**src/rtl/mpc_types.sv**
```systemverilog
// Shared configuration and types for the mpc reference-count logic.
package mpc_types;

    typedef struct packed {
        int unsigned cnt_width;
        int unsigned way_num;
        int unsigned set_width;
        int unsigned inc_ports;
    } mpc_cfg_t;

    localparam mpc_cfg_t MPC_CFG = '{cnt_width: 3, way_num: 4, set_width: 6, inc_ports: 2};

    typedef logic [MPC_CFG.cnt_width-1:0] ref_cnt_t;

    localparam ref_cnt_t REF_CNT_MAX = '1;

    typedef enum logic {
        CLR_IDLE  = 1'b0,
        CLR_SWEEP = 1'b1
    } clr_state_e;

    // Index width for n items, never narrower than one bit.
    function automatic int unsigned idx_width(input int unsigned n);
        return (n > 1) ? $clog2(n) : 1;
    endfunction

endpackage

```
**src/rtl/ns_gnrl_dfflr.sv**
```systemverilog
// Generic load-enabled flop with async active-low reset to zero.
module ns_gnrl_dfflr #(
    parameter int unsigned DW = 1
) (
    input  logic          clk,
    input  logic          rst_n,
    input  logic          lden,
    input  logic [DW-1:0] dnxt,
    output logic [DW-1:0] qout
);

    always_ff @(posedge clk or negedge rst_n) begin
        if (!rst_n) begin
            qout <= '0;
        end else if (lden) begin
            qout <= dnxt;
        end
    end

endmodule

```
**src/rtl/ref_cnt_cell.sv**
```systemverilog
// One saturating reference counter; clr has priority over any update.
module ref_cnt_cell #(
    parameter int unsigned CNT_WIDTH = 3,
    parameter int unsigned NI_W      = 2
) (
    input  logic                 clk,
    input  logic                 rst_n,
    input  logic [NI_W-1:0]      n_inc,
    input  logic                 d,
    input  logic                 clr,
    output logic [CNT_WIDTH-1:0] cnt,
    output logic [CNT_WIDTH-1:0] cnt_nxt,
    output logic                 ovf_pulse,
    output logic                 udf_pulse
);

    localparam int unsigned SW = CNT_WIDTH + NI_W + 1;
    localparam logic [CNT_WIDTH-1:0] CNT_MAX = '1;

    logic signed [SW-1:0]  sum_c;
    logic                  active_c;
    logic                  lden_c;
    logic [CNT_WIDTH-1:0]  dnxt_c;

    assign sum_c     = $signed(SW'(cnt)) + $signed(SW'(n_inc)) - $signed(SW'(d));
    assign active_c  = (|n_inc) | d;
    assign ovf_pulse = !clr && active_c && (sum_c > $signed(SW'(CNT_MAX)));
    assign udf_pulse = !clr && active_c && sum_c[SW-1];
    assign lden_c    = clr | active_c;

    // Saturate high, clamp low, clear overrides both.
    always_comb begin
        dnxt_c = sum_c[CNT_WIDTH-1:0];
        if (ovf_pulse) begin
            dnxt_c = CNT_MAX;
        end else if (udf_pulse) begin
            dnxt_c = '0;
        end
        if (clr) begin
            dnxt_c = '0;
        end
    end

    assign cnt_nxt = lden_c ? dnxt_c : cnt;

    ns_gnrl_dfflr #(.DW(CNT_WIDTH)) u_cnt (
        .clk   (clk),
        .rst_n (rst_n),
        .lden  (lden_c),
        .dnxt  (dnxt_c),
        .qout  (cnt)
    );

endmodule

```
**src/rtl/ref_cnt_array.sv**
```systemverilog
// Per-(way,set) saturating reference counters with lookup, sticky errors and clear sweep.
// Define REF_CNT_RD_BYPASS_EN to make lookups return the post-update counter values.
module ref_cnt_array
    import mpc_types::*;
#(
    parameter int unsigned CNT_WIDTH = MPC_CFG.cnt_width,
    parameter int unsigned WAY_NUM   = MPC_CFG.way_num,
    parameter int unsigned SET_WIDTH = MPC_CFG.set_width,
    parameter int unsigned INC_PORTS = MPC_CFG.inc_ports,
    parameter int unsigned WAY_IDX_W = idx_width(WAY_NUM)
) (
    input  logic                           clk,
    input  logic                           rst_n,
    input  logic                           rd_valid,
    input  logic [SET_WIDTH-1:0]           rd_set,
    output logic                           rsp_valid,
    output logic [WAY_NUM*CNT_WIDTH-1:0]   rsp_cnt,
    output logic [WAY_NUM-1:0]             rsp_ref_mask,
    input  logic [INC_PORTS-1:0]           inc_valid,
    input  logic [INC_PORTS*SET_WIDTH-1:0] inc_set,
    input  logic [INC_PORTS*WAY_IDX_W-1:0] inc_way,
    input  logic                           dec_valid,
    input  logic [WAY_IDX_W+SET_WIDTH-1:0] dec_way_set,
    input  logic                           clr_req,
    output logic                           clr_busy,
    output logic                           err_ovf,
    output logic                           err_udf,
    input  logic                           err_clr
);

    localparam int unsigned SET_NUM = 1 << SET_WIDTH;
    localparam int unsigned NI_W    = $clog2(INC_PORTS + 1);
`ifdef REF_CNT_RD_BYPASS_EN
    localparam bit RD_BYPASS = 1'b1;
`else
    localparam bit RD_BYPASS = 1'b0;
`endif

    logic [CNT_WIDTH-1:0]         cnt_q   [SET_NUM][WAY_NUM];
    logic [CNT_WIDTH-1:0]         cnt_nxt [SET_NUM][WAY_NUM];
    logic [SET_NUM*WAY_NUM-1:0]   ovf_vec;
    logic [SET_NUM*WAY_NUM-1:0]   udf_vec;

    clr_state_e                   state_q, state_d;
    logic                         state_bit_q;
    logic [SET_WIDTH-1:0]         clr_idx_q, clr_idx_d;
    logic                         busy_d;

    logic [WAY_NUM*CNT_WIDTH-1:0] rd_cnt_c;
    logic [WAY_NUM-1:0]           rd_mask_c;
    logic [1:0]                   err_d;
    logic [1:0]                   err_q;

    // Clear sweep next-state logic.
    always_comb begin
        state_d   = state_q;
        clr_idx_d = clr_idx_q;
        busy_d    = clr_busy;
        case (state_q)
            CLR_IDLE: begin
                if (clr_req) begin
                    state_d   = CLR_SWEEP;
                    clr_idx_d = '0;
                    busy_d    = 1'b1;
                end
            end
            CLR_SWEEP: begin
                clr_idx_d = clr_idx_q + SET_WIDTH'(1);
                if (clr_idx_q == SET_WIDTH'(SET_NUM - 1)) begin
                    state_d = CLR_IDLE;
                    busy_d  = 1'b0;
                end
            end
            default: state_d = CLR_IDLE;
        endcase
    end

    assign state_q = clr_state_e'(state_bit_q);

    ns_gnrl_dfflr #(.DW(1)) u_state (
        .clk (clk), .rst_n (rst_n), .lden (1'b1), .dnxt (state_d), .qout (state_bit_q)
    );
    ns_gnrl_dfflr #(.DW(SET_WIDTH)) u_clr_idx (
        .clk (clk), .rst_n (rst_n), .lden (1'b1), .dnxt (clr_idx_d), .qout (clr_idx_q)
    );
    ns_gnrl_dfflr #(.DW(1)) u_busy (
        .clk (clk), .rst_n (rst_n), .lden (1'b1), .dnxt (busy_d), .qout (clr_busy)
    );

    for (genvar s = 0; s < SET_NUM; s++) begin : g_set
        for (genvar w = 0; w < WAY_NUM; w++) begin : g_way
            logic [NI_W-1:0] n_inc_c;
            logic            dec_hit_c;
            logic            clr_hit_c;

            // Count increment ports addressing this entry.
            always_comb begin
                n_inc_c = '0;
                for (int p = 0; p < INC_PORTS; p++) begin
                    if (inc_valid[p]
                        && inc_set[p*SET_WIDTH +: SET_WIDTH] == SET_WIDTH'(s)
                        && inc_way[p*WAY_IDX_W +: WAY_IDX_W] == WAY_IDX_W'(w)) begin
                        n_inc_c = n_inc_c + NI_W'(1);
                    end
                end
            end

            assign dec_hit_c = dec_valid
                               && dec_way_set[SET_WIDTH-1:0] == SET_WIDTH'(s)
                               && dec_way_set[SET_WIDTH +: WAY_IDX_W] == WAY_IDX_W'(w);
            assign clr_hit_c = (state_q == CLR_SWEEP) && (clr_idx_q == SET_WIDTH'(s));

            ref_cnt_cell #(.CNT_WIDTH(CNT_WIDTH), .NI_W(NI_W)) u_cell (
                .clk       (clk),
                .rst_n     (rst_n),
                .n_inc     (n_inc_c),
                .d         (dec_hit_c),
                .clr       (clr_hit_c),
                .cnt       (cnt_q[s][w]),
                .cnt_nxt   (cnt_nxt[s][w]),
                .ovf_pulse (ovf_vec[s*WAY_NUM + w]),
                .udf_pulse (udf_vec[s*WAY_NUM + w])
            );
        end
    end

    // Lookup mux: pre-update values, or post-update values when bypass is built in.
    always_comb begin
        rd_cnt_c  = '0;
        rd_mask_c = '0;
        for (int w = 0; w < WAY_NUM; w++) begin
            rd_cnt_c[w*CNT_WIDTH +: CNT_WIDTH] = RD_BYPASS ? cnt_nxt[rd_set][w] : cnt_q[rd_set][w];
            rd_mask_c[w] = |rd_cnt_c[w*CNT_WIDTH +: CNT_WIDTH];
        end
    end

    ns_gnrl_dfflr #(.DW(1)) u_rsp_valid (
        .clk (clk), .rst_n (rst_n), .lden (1'b1), .dnxt (rd_valid), .qout (rsp_valid)
    );
    ns_gnrl_dfflr #(.DW(WAY_NUM*CNT_WIDTH)) u_rsp_cnt (
        .clk (clk), .rst_n (rst_n), .lden (rd_valid), .dnxt (rd_cnt_c), .qout (rsp_cnt)
    );
    ns_gnrl_dfflr #(.DW(WAY_NUM)) u_rsp_mask (
        .clk (clk), .rst_n (rst_n), .lden (rd_valid), .dnxt (rd_mask_c), .qout (rsp_ref_mask)
    );

    // Sticky errors: a new error beats err_clr in the same cycle.
    assign err_d[0] = (|ovf_vec) | (err_q[0] & ~err_clr);
    assign err_d[1] = (|udf_vec) | (err_q[1] & ~err_clr);

    ns_gnrl_dfflr #(.DW(2)) u_err (
        .clk (clk), .rst_n (rst_n), .lden (1'b1), .dnxt (err_d), .qout (err_q)
    );

    assign err_ovf = err_q[0];
    assign err_udf = err_q[1];

endmodule
```
**config.mk**
```make
export PLATFORM = sky130hd
export DESIGN_NAME = ref_cnt_array
export DESIGN_NICKNAME = d
export VERILOG_FILES = /design/src/rtl/mpc_types.sv /design/src/rtl/ns_gnrl_dfflr.sv /design/src/rtl/ref_cnt_cell.sv /design/src/rtl/ref_cnt_array.sv
export SDC_FILE = /design/constraint.sdc
export NUM_CORES = 2
export LEC_CHECK = 0
export ABC_AREA = 1
export BUFFER_PORTS_ARGS = -buffer_cell sky130_fd_sc_hd__buf_2
export CAP_MARGIN = 10
export CORE_UTILIZATION = 65
export DETAILED_ROUTE_END_ITERATION = 8
export PLACE_DENSITY_LB_ADDON = 0.15
export SYNTH_ARGS = -nofsm -noshare
export SYNTH_HDL_FRONTEND = slang
export SYNTH_SLANG_ARGS = --single-unit
```
**constraint.sdc**
```tcl
create_clock -name clk -period 4.8 [get_ports clk]
set_input_delay 0.48 -clock clk [delete_from_list [all_inputs] [get_ports clk]]
set_output_delay 0.48 -clock clk [all_outputs]
set_load 0.02 [all_outputs]
```
After elaboration in Yosys (flattened, before gate mapping). Index checks and enable logic that the tools add are counted.

Logic and storage cells: 5488. Register bits after elaboration: 795. Input bits: 38.

$add $sub $neg: 769. Bitwise gates (word level): 519. $lt $le $gt $ge: 257. Reductions and logical operators: 2126. Multiplexer cells: 1291. Equality and inequality tests: 263.

Operators with widths (count): $mux W3 (768); $logic_and A1 B1 Y1 (1792); $gt A6 B4 Y1 const B (256); $sub A6 B2 Y6 (256); $add A3 B2 Y4 (256); $eq A6 B6 Y1 const B (128); $or A1 B1 Y1 (514); $add A2 B1 Y2 const B (256); $mux W2 (256); $reduce_or A2 Y1 (256); $reduce_or A256 Y1 (2); $eq A6 B5 Y1 const B (64); $mux W1 (260); $eq A6 B4 Y1 const B (32); $eq A6 B3 Y1 const B (16); $bmux W12 S6 (1); $logic_not A1 Y1 (64); $eq A6 B2 Y1 const B (8); $eq A6 B1 Y1 const B (4); $logic_not A6 Y1 (4); $mux W12 (2); $eq A2 B2 Y1 const B (6); $pmux W6 S2 (1); $reduce_or A3 Y1 (4); other kinds (11) (19).

Longest topological paths before layout.
Depth in word-level cells: 13. Depth in mapped cells: 27. Gate-level depth less buffers: 27.

By module. A second synthesis with hierarchy kept.

Cell total of the unflattened synthesis: 22615. Area, all modules: 135817.8 um^2.

By module, submodules not included: ref_cnt_cell (area each 346.6 um^2, sequential area each 0.0 um^2, cells each 61, instances 256); ns_gnrl_dfflr at g_set[0].g_way[0].u_cell.u_cnt ... (area each 112.6 um^2, sequential area each 75.1 um^2, cells each 13, instances 256); ref_cnt_array (area each 17240.3 um^2, sequential area each 0.0 um^2, cells each 3554, instances 1); ns_gnrl_dfflr at u_rsp_cnt (area each 457.9 um^2, sequential area each 300.3 um^2, cells each 51, instances 1); ns_gnrl_dfflr at u_clr_idx (area each 221.5 um^2, sequential area each 150.1 um^2, cells each 25, instances 1); ns_gnrl_dfflr at u_rsp_mask (area each 148.9 um^2, sequential area each 100.1 um^2, cells each 17, instances 1); ns_gnrl_dfflr at u_busy ... (area each 40.0 um^2, sequential area each 25.0 um^2, cells each 5, instances 3); ns_gnrl_dfflr at u_err (area each 76.3 um^2, sequential area each 50.0 um^2, cells each 9, instances 1).

Least setup slack after synthesis. No wires, ideal clock.

Kind: input port to flip-flop. Start point: input port inc_valid[0]. End point: register u_err.qout[0]. Arrival: 3.345 ns. Slack: 1.337 ns. Stages on the path: 23. Path through: inv_1 > nor3_1 > inv_1 > clkbuf_1 > nor2_1 > inv_1 > nor2_1 > ha_1 > ha_1 > fa_1 > inv_1 > ha_1 > and3_1 > o21ai_0 > nor2_1 > inv_1 > nand3_1 > nor2_1 > nand2_1 > nor2_1 > nand2_1 > nor2_1 > nand2_1.

Word-level cells in the longest chain between the ends: 11. Elaborated cells between the ends (all ways): 2882. Classes of those cells: add/sub: 768; order compare: 256; mux: 512; bitwise: 257; reduce/logical: 1089.

Ends and longest elaborated chain: start, declared (line ref_cnt_array.sv:19) `input logic [INC_PORTS-1:0] inc_valid,`; $logic_and A1 B1 Y1 (line ref_cnt_array.sv:101) `&& inc_set[p*SET_WIDTH +: SET_WIDTH] == SET_WIDTH'(s)`; $logic_and A1 B1 Y1 (line ref_cnt_array.sv:102) `&& inc_way[p*WAY_IDX_W +: WAY_IDX_W] == WAY_IDX_W'(w)) begin`; $mux W1 (line ref_cnt_array.sv:100) `if (inc_valid[p]`; $add A2 B1 Y2 (line ref_cnt_array.sv:103) `n_inc_c = n_inc_c + NI_W'(1);`; $mux W2 (line ref_cnt_array.sv:100); $add A3 B2 Y4 or $reduce_or A2 Y1 (tied branches) (line ref_cnt_cell.sv:25, ref_cnt_cell.sv:26); $sub A6 B2 Y6 or $or A1 B1 Y1 (tied branches) (line ref_cnt_cell.sv:25, ref_cnt_cell.sv:26); $gt A6 B4 Y1 or $logic_and A1 B1 Y1 (tied branches) (line ref_cnt_cell.sv:27) `assign ovf_pulse = !clr && active_c && (sum_c > $signed(SW'(CNT_MAX)));`; $logic_and A1 B1 Y1 (line ref_cnt_cell.sv:27); $reduce_or A256 Y1 (*) (line ref_cnt_array.sv:148) `assign err_d[0] = (|ovf_vec) | (err_q[0] & ~err_clr);`; $or A1 B1 Y1 (*) (line ref_cnt_array.sv:148); named net err_d[0] (line ref_cnt_array.sv:51) `logic [1:0] err_d;`; end signal, assigned (line ns_gnrl_dfflr.sv:16) `qout <= dnxt;`; end, declared (line ns_gnrl_dfflr.sv:9) `output logic [DW-1:0] qout`.

Mark *: on every way through the listed nets, which the timed path passes. The rest lies on a longest branch. A chain may end at the register's enable or synchronous reset.

Worst setup path in the final report.
Start point: input port inc_set[4]. End point: register u_err.qout[1].

Word-level cells in the longest chain between the ends: 12. Elaborated cells between the ends (all ways): 2690. Classes of those cells: add/sub: 768; eq/ne: 63; mux: 512; bitwise: 257; reduce/logical: 1090.

Ends and longest elaborated chain: start, declared (line ref_cnt_array.sv:20) `input logic [INC_PORTS*SET_WIDTH-1:0] inc_set,`; parallel branches: the longest is 10 deep, another holds $sub A6 B2 Y6; $reduce_or A256 Y1 (*) (line ref_cnt_array.sv:149) `assign err_d[1] = (|udf_vec) | (err_q[1] & ~err_clr);`; $or A1 B1 Y1 (*) (line ref_cnt_array.sv:149); named net err_d[1] (line ref_cnt_array.sv:51).

Mark *: on every way through the listed nets, which the timed path passes.

==> results.ini <==
[outcome]
status=finished, violations left
violations=DRC

[final_layout]
mostFrequentLayoutCells=2,831 x inv_1, 2,756 x nand2_1, 1,876 x nor2_1
stdcell_area_sq_mm=0.110
multi_input_area_sq_mm=0.0665
final_common_cell=inv_1
fillers=11900
regArea_sq_mm=0.0199
drive_gt1_frac=0.0771
area_growth_pct=12.2
final_util=0.736
finalNetCount=17000
final_cells=17300

[logic_synthesis]
synthCells=14500
synthArstFlopShare=1.00
synth_cell_types=55
synth-edff-count=0
synth_nets=16400
synthFlopType=dfrtp_1
syn_area_per_cell_sq_um=6.77
ys_ff_latch=795
yosysWarnings=0
ys_seq_area_frac=0.202
syn_area_sq_mm=0.0984

[sta]
rsz0062_at_grt=false
hold_viol=0
setup_viol=0
tns_ns=0
tightest_slew_ns=1.19
hold_ws_ns=0.152
slew_violations=0
fin_worst_skew_ns=0.0334
relSlewSlack=0.206
post-route-period-util=0.971
fin_crit_ns=4.66
fmax_ghz=0.215

[placement]
port_buffers=57
place_congestion=1.09
place_hpwl_um=307000
dp.cells=17100
placed_cell_area_sq_mm=0.107

[worst_setup_path]
r2r_setup_slack_ns=0.41
crit_fanout=9
critical_path_class=in -> reg
cpPeakStageDelay_ns=0.40
crit_slowest_cell=fa_1
start_kind=input port
required_ns=5.47
crit_arrival_ns=5.33
critPathCaptureType=register
critPathTopFamily=simple AND/OR/NAND/NOR gates
crit_buf_inv=8

[die]
fp.dieW_um=391
chipHeight_um=391
core_area_sq_mm=0.150
ioPinCount=58
die_area_sq_mm=0.153
initial_core_util=0.656
rows=142

[detailed_routing]
drc=44
firstDrtPassIters=9
vias=107000
wl_um=396000
ant_nets=0
avgViaCountPerCell=6.18
drt-initial-drc-count=12800
routedWlPerCell_um=22.9

[global_route]
grt_pass1_wl_um=590000
grt_max_degree=116
grt_pass1_vias=103000
grt_antenna_before_repair=37
grtUsageTotal=0.507
grt-ovfl-total=0

[clocking]
ctsRootBufferMaster=clkbuf_16
clkTransAtPathRegs_ns=0.07
numCtsBuffers=105
h-tree-depth=3
ctsLongestPathBuffers=3
cts_tree=done
clock_latency_ns=0.78
cts_sinks=795

[pwr]
power.density_mw_per_mm2=208
p_leak_nw=58.6
ir_worst_vdd_v=0.000281

[hold_path]
min_path_type=in -> reg

[job]
cap_violations=0

## stage by stage
| step | setup slack [ns] | total power (W) |
|---|---|---|
| 3_3_place_gp | -0.716 | 0.0140 |
| 6_report | 0.139 | 0.0229 |
| 5_1_grt | 0.0302 | 0.0235 |
| 4_1_cts | 0.126 | 0.0225 |
| 2_1_floorplan | 1.34 | 0.0115 |
| 3_5_place_dp | -0.792 | 0.0142 |
## synth_stat cells, types with 65 or more instances
master | n | area share
inv_1 | 2836 | 0.11
nand2_1 | 2762 | 0.11
nor2_1 | 1888 | 0.072
ha_1 | 1540 | 0.20
nand3_1 | 1103 | 0.056
o21ai_0 | 1004 | 0.051
dfrtp_1 | 795 | 0.20
a21oi_1 | 513 | 0.026
fa_1 | 256 | 0.052
clkbuf_1 | 248 | 0.0095
xnor2_1 | 206 | 0.018
o221ai_1 | 166 | 0.015
o211ai_1 | 161 | 0.012
xor2_1 | 161 | 0.014
o311ai_0 | 146 | 0.013
nand4_1 | 102 | 0.0065
and2_1 | 68 | 0.0043
or2_2 | 65 | 0.0041
## flip-flops by register name, summed over array words and instances, names as in the netlist
name                           count
u_state.qout                       1
u_rsp_valid.qout                   1
u_rsp_cnt.qout                    12
u_busy.qout                        1
g_set.g_way.u_cell.u_cnt.qout    768
u_rsp_mask.qout                    4
u_clr_idx.qout                     6
u_err.qout                         2
## where the power goes
group	total, W	switching (W)	internal, W	leakage, nW
clock network	0.00848	0.00361	0.00487	1.73
logic	0.00622	0.00432	0.00190	46.1
registers	0.00825	0.000870	0.00738	10.8
total	0.0229	0.00879	0.0142	58.6
## path summary, 6_finish.rpt
| kind | cells after the start | startpoint | endpoint |
|---|---|---|---|
| max | 27 | inc_set[4] | u_err.qout[1]$_DFF_PN0_ |
| min | 2 | rd_valid | u_rsp_valid.qout$_DFF_PN0_ |
| max reg2reg | 17 | u_clr_idx.qout[0]$_DFFE_PN0P_ | u_err.qout[1]$_DFF_PN0_ |
| min reg2reg | 2 | u_rsp_cnt.qout[10]$_DFFE_PN0P_ | u_rsp_cnt.qout[10]$_DFFE_PN0P_ |
| max in group asynchronous | 3 | rst_n | g_set[58].g_way[2].u_cell.u_cnt.qout[0]$_DFFE_PN0P_ |
| min in group asynchronous | 2 | rst_n | g_set[38].g_way[1].u_cell.u_cnt.qout[1]$_DFFE_PN0P_ |
## cell type report
type	instances	share of cell area
multi-input combinational	10500	0.602
inverter	2858	0.0974
clock buffer	160	0.0285
clock inverter	31	0.00354
sequential	795	0.180
timing repair buffer	853	0.0643
antenna	41	0.000930
tap	2016	0.0229
## kinds of logic (layout without fill, tap and decap cells)
| family | Yosys count | after routing | share of synthesized area |
|---|---|---|---|
| AOI/OAI and AO/OA | 2272 | 2272 | 0.137 |
| DFF | 795 | 795 | 0.202 |
| other | 0 | 41 | 0 |
| xor gates and xnor gates | 367 | 367 | 0.0327 |
| buffers and inverters | 3200 | 3902 | 0.123 |
| adders and majority gates | 1796 | 1796 | 0.248 |
| muxes | 3 | 3 | 0.000331 |
| and+or+nand+nor | 6098 | 6098 | 0.256 |
## layer usage
metal,global-route usage,vias up,part of all wire
met5,0.00702,-,0.0011
met4,0.409,24,0.097
met3,0.165,2010,0.14
met2,0.737,7068,0.40
met1,0.613,49600,0.36
li1,-,48200,-
## timing repair
action,4_1_cts,5_1_grt
hold endpoints to repair,49,0
resized for setup,1,5
pin swaps,0,0
hold buffers,1,0
setup buffers,0,0
endpoints found under the setup margin,1,2
Note: power is estimated with default switching activity, not from simulation.
